<file path="src/rtl/alu_mul_sequencer.sv">
// Shift-add unsigned multiplier controller driving an external ripple ALU.
// Optional MUL_HI_NONZERO_EN adds hi_nz, a flag for a non-zero product high half.
module alu_mul_sequencer #(
  parameter int         WIDTH      = 64,
  parameter logic [3:0] ALU_ADD_OP = 4'b1110,
  parameter int         CNT_W      = 7
) (
  input  logic               clock,
  input  logic               reset,
  input  logic               start,
  input  logic [WIDTH-1:0]   mcand,
  input  logic [WIDTH-1:0]   mplier,
  output logic               busy,
  output logic               done,
  output logic [2*WIDTH-1:0] product,
  output logic [WIDTH-1:0]   alu_a,
  output logic [WIDTH-1:0]   alu_b,
  output logic [3:0]         alu_S,
  output logic               alu_cin,
  input  logic [WIDTH-1:0]   alu_f,
  input  logic               alu_cout
`ifdef MUL_HI_NONZERO_EN
  ,
  output logic               hi_nz
`endif
);

  typedef enum logic [1:0] {
    IDLE,
    RUN,
    DONE
  } state_t;

  state_t           state;
  state_t           state_nxt;
  logic [WIDTH-1:0] acc;
  logic [WIDTH-1:0] q;
  logic [WIDTH-1:0] m;
  logic [CNT_W-1:0] cnt;
  logic [WIDTH:0]   sum;
  logic [WIDTH-1:0] acc_nxt;
  logic [WIDTH-1:0] q_nxt;
  logic             last;

  // Add only when the current multiplier bit is set.
  always_comb begin
    sum     = q[0] ? {alu_cout, alu_f} : {1'b0, acc};
    acc_nxt = sum[WIDTH:1];
    q_nxt   = {sum[0], q[WIDTH-1:1]};
    last    = (cnt == CNT_W'(WIDTH - 1));
  end

  always_comb begin
    state_nxt = state;
    unique case (state)
      IDLE: if (start) state_nxt = RUN;
      RUN:  if (last)  state_nxt = DONE;
      DONE: state_nxt = IDLE;
      default: state_nxt = IDLE;
    endcase
  end

  always_ff @(posedge clock) begin
    if (reset) begin
      state   <= IDLE;
      acc     <= '0;
      q       <= '0;
      m       <= '0;
      cnt     <= '0;
      product <= '0;
`ifdef MUL_HI_NONZERO_EN
      hi_nz   <= 1'b0;
`endif
    end else begin
      state <= state_nxt;
      unique case (state)
        IDLE: begin
          if (start) begin
            m   <= mcand;
            q   <= mplier;
            acc <= '0;
            cnt <= '0;
          end
        end
        RUN: begin
          acc <= acc_nxt;
          q   <= q_nxt;
          cnt <= cnt + CNT_W'(1);
          if (last) begin
            product <= {acc_nxt, q_nxt};
`ifdef MUL_HI_NONZERO_EN
            hi_nz   <= |acc_nxt;
`endif
          end
        end
        default: ;
      endcase
    end
  end

  assign busy    = (state == RUN);
  assign done    = (state == DONE);
  assign alu_a   = acc;
  assign alu_b   = m;
  assign alu_S   = busy ? ALU_ADD_OP : 4'b0000;
  assign alu_cin = 1'b0;

endmodule
</file>
<file path="config.mk">
export PLATFORM = sky130hd
export DESIGN_NAME = alu_mul_sequencer
export DESIGN_NICKNAME = d
export VERILOG_FILES = /design/src/rtl/alu_mul_sequencer.sv
export SDC_FILE = /design/constraint.sdc
export NUM_CORES = 1
export LEC_CHECK = 0
export CORE_AREA = 3 3 185 187
export CTS_CLUSTER_DIAMETER = 40
export DETAILED_ROUTE_END_ITERATION = 10
export DIE_AREA = 0 0 188 190
export PLACE_DENSITY = 0.86
export SLEW_MARGIN = 10
export SYNTH_ARGS = -nofsm -noshare
export SYNTH_HDL_FRONTEND = slang
export SYNTH_SLANG_ARGS = --single-unit
</file>
<file path="constraint.sdc">
create_clock -name clock -period 1.6 [get_ports clock]
set_input_delay 0.48 -clock clock [delete_from_list [all_inputs] [get_ports clock]]
set_output_delay 0.48 -clock clock [all_outputs]
set_load 0.01 [all_outputs]
</file>
==> results.json <==
{
  "outcome": "complete, but fails checks",
  "violations": "setup timing",
  "cts.path.max_buffers": 3,
  "slew_violations": 0,
  "cts.clk_slew.worst_paths_ps": 60,
  "async_flop_share_pct": 0,
  "reg2reg_from": "state[1]$_SDFFE_PP0P_",
  "postSynthAreaPerCell_um2": 8.74,
  "met3_usage_pct": 6.06,
  "dieHeight_um": 190,
  "synth_top_area_share_pct": 48.3,
  "holdBufCountCts": 0,
  "path_class": "reg -> reg",
  "overflow": 0,
  "synth.distinct_cells": 40,
  "rr_endpoint": "product[39]$_SDFFE_PP0P_",
  "cp-end-kind": "flip-flop",
  "skew_ps": 17.0,
  "pre_cts_ws_ps": -521,
  "gp_congestion": 0.864,
  "use_met2_pct": 44.9,
  "yosys-top-cells-area": "dfxtp_1, mux2_2, nand2_1",
  "h-tree-depth": 2,
  "drtAntennaViolNets": 0,
  "row_count": 66,
  "period_minus_slack_ps": 1750,
  "yosys_warnings": 0,
  "portBuffers": 456,
  "via_count": 14500,
  "first_pass_iters": 5,
  "min_to": "cnt[0]$_SDFFE_PP0P_",
  "yosys-top-cells-count": "dfxtp_1, nand2_1, a21oi_1",
  "maxCapViolCount": 0,
  "post_drt_wl_per_cell_um": 23.1,
  "path_max_fanout": 6,
  "max-vdd-ir-drop_mv": 0.796,
  "hpwl_mm": 31.8,
  "dieArea_um2": 35700,
  "whs_path_depth": 3,
  "syn_area_um2": 13600,
  "rrSetupSlack_ps": -150,
  "cts_buffers": 44,
  "nets": 2231,
  "tritoncts": "yes",
  "root_buffer": "clkbuf_16",
  "ys_seq_area_share_pct": 48.3,
  "drtIter0Drc": 1273,
  "timing.final.crit_share_pct": 110,
  "setup_viol": 148,
  "max_freq_mhz": 570,
  "cts_sinks": 329,
  "crit_arrival_ps": 2180,
  "setup_ws_ps": -155,
  "rsz0062_at_grt": "yes",
  "use_met1_pct": 30.8,
  "cp_data_required_time_ps": 2020,
  "finalHoldViolCount": 0,
  "design.core.area_um2": 32600,
  "top_usage_layer": "met2",
  "stdcell_area_um2": 21100,
  "antenna_found_initial": 4,
  "dpl_cell_area_um2": 18800,
  "grt_max_degree": 88,
  "start_util_pct": 41.8,
  "ff2ff_path_depth": 7,
  "routed_wl_mm": 57.9,
  "grt_pass1_vias": 13400,
  "power_density_nw_per_um2": 989,
  "netlist.top_cell.by_area": "dfxtp_1",
  "tns_ps": -5380,
  "via_per_inst": 5.77,
  "p_leak_nw": 8.69,
  "grt_pass1_wl_mm": 74.8,
  "synthCells": 1560,
  "drive_above_1_share_pct": 35.1,
  "area_growth_pct": 54.7,
  "dieWidth_um": 188,
  "worst_setup_path_start_kind": "flip-flop",
  "drc": 0,
  "synth_edf_count": 0,
  "min_from": "reset",
  "hold_path.class": "in -> reg",
  "io_pins": 459,
  "track_usage_pct": 25.9,
  "synthFlopType": "dfxtp_1",
  "clkLatencyLatePin_ps": 550,
  "power.total_mw": 20.9,
  "synth.most_common_cell": "dfxtp_1",
  "ys_ff_latch": 329
}
## flip-flops by register name (all words and copies together), names as in the netlist
register  flops
product     128
cnt           7
alu_b        64
alu_a        64
q            64
state         2
## area by class of cell
cell class	instances	area, um^2
Fill cell	2456	11500
Timing Repair Buffer	588	5530
Antenna cell	4	10.0
Multi-Input combinational cell	1004	6630
Clock inverter	27	240
Inverter	67	260
Sequential cell	329	6700
Clock buffer	52	1170
Tap cell	442	553
## metal layers
layer	routed length, um	vias to the layer above
met5	0	-
met4	3170	0
li1	-	6465
met2	28600	892
met1	20700	6922
met3	5530	220
## how the worst max path moves through the flow
stage                          start                        to  slack, ps
6_report       state[1]$_SDFFE_PP0P_  product[39]$_SDFFE_PP0P_       -150
5_1_grt        state[1]$_SDFFE_PP0P_  product[39]$_SDFFE_PP0P_       -190
4_1_cts        state[1]$_SDFFE_PP0P_                      busy       -150
3_5_place_dp                   start     alu_a[1]$_SDFFE_PP0P_       -520
3_3_place_gp                   start     alu_a[1]$_SDFFE_PP0P_       -490
2_1_floorplan    cnt[0]$_SDFFE_PP0P_  product[17]$_SDFFE_PP0P_         50
## per-stage QoR
step / hold WS [ps] / utilization (%) / instances
6_report: 424 / 64.6 / 2513
5_1_grt: 430 / 64.6 / 2513
4_1_cts: 391 / 61.1 / 2452
3_5_place_dp: 447 / 57.6 / 2357
3_3_place_gp: 440 / 57.6 / 2357
2_1_floorplan: 455 / - / 1561
## worst max-delay path: stages, from the launching register on
cell	delay, ps
dfxtp_2	340
buf_4	140
and4b_4	350
buf_12	160
buf_12	170
clkbuf_16	160
a21boi_0	110
o21a_1	210
## logic make-up (layout without fill, tap and decap cells)
family / Yosys count / after routing / synth area share, %
DFF: 329 / 329 / 48.3
adders and majority gates: 1 / 1 / 0.0918
buffers and inverters: 231 / 734 / 7.60
and+or+nand+nor: 537 / 540 / 18.1
muxes: 67 / 67 / 5.53
other: 1 / 6 / 0.0275
AOI/OAI and AO/OA: 394 / 394 / 20.3
## placed cells by master, fill, tap and decap left out, drive strengths merged, types with 63 or more instances in the layout
cell type,count
buf,337
o221ai,63
mux2,67
nor2,130
nand3,70
a211oi,64
nand2,198
inv,73
clkbuf,89
a21oi,134
nor4,64
clkdlybuf4s50,193
dfxtp,329
and3,65
## timing repair
action | 4_1_cts | 5_1_grt
cloned | 8 | 42
buffers inserted | 8 | 15
pin swaps | 3 | 14
endpoints found under the setup margin | 427 | 282
gates resized for setup | 1033 | 213
## power breakdown
group | internal [mW] | switching, mW
Clock | 5.50 | 3.92
Sequential | 8.51 | 0.255
Combinational | 1.29 | 1.39
Total | 15.3 | 5.56
No activity file was read; power rests on OpenSTA's default activity.
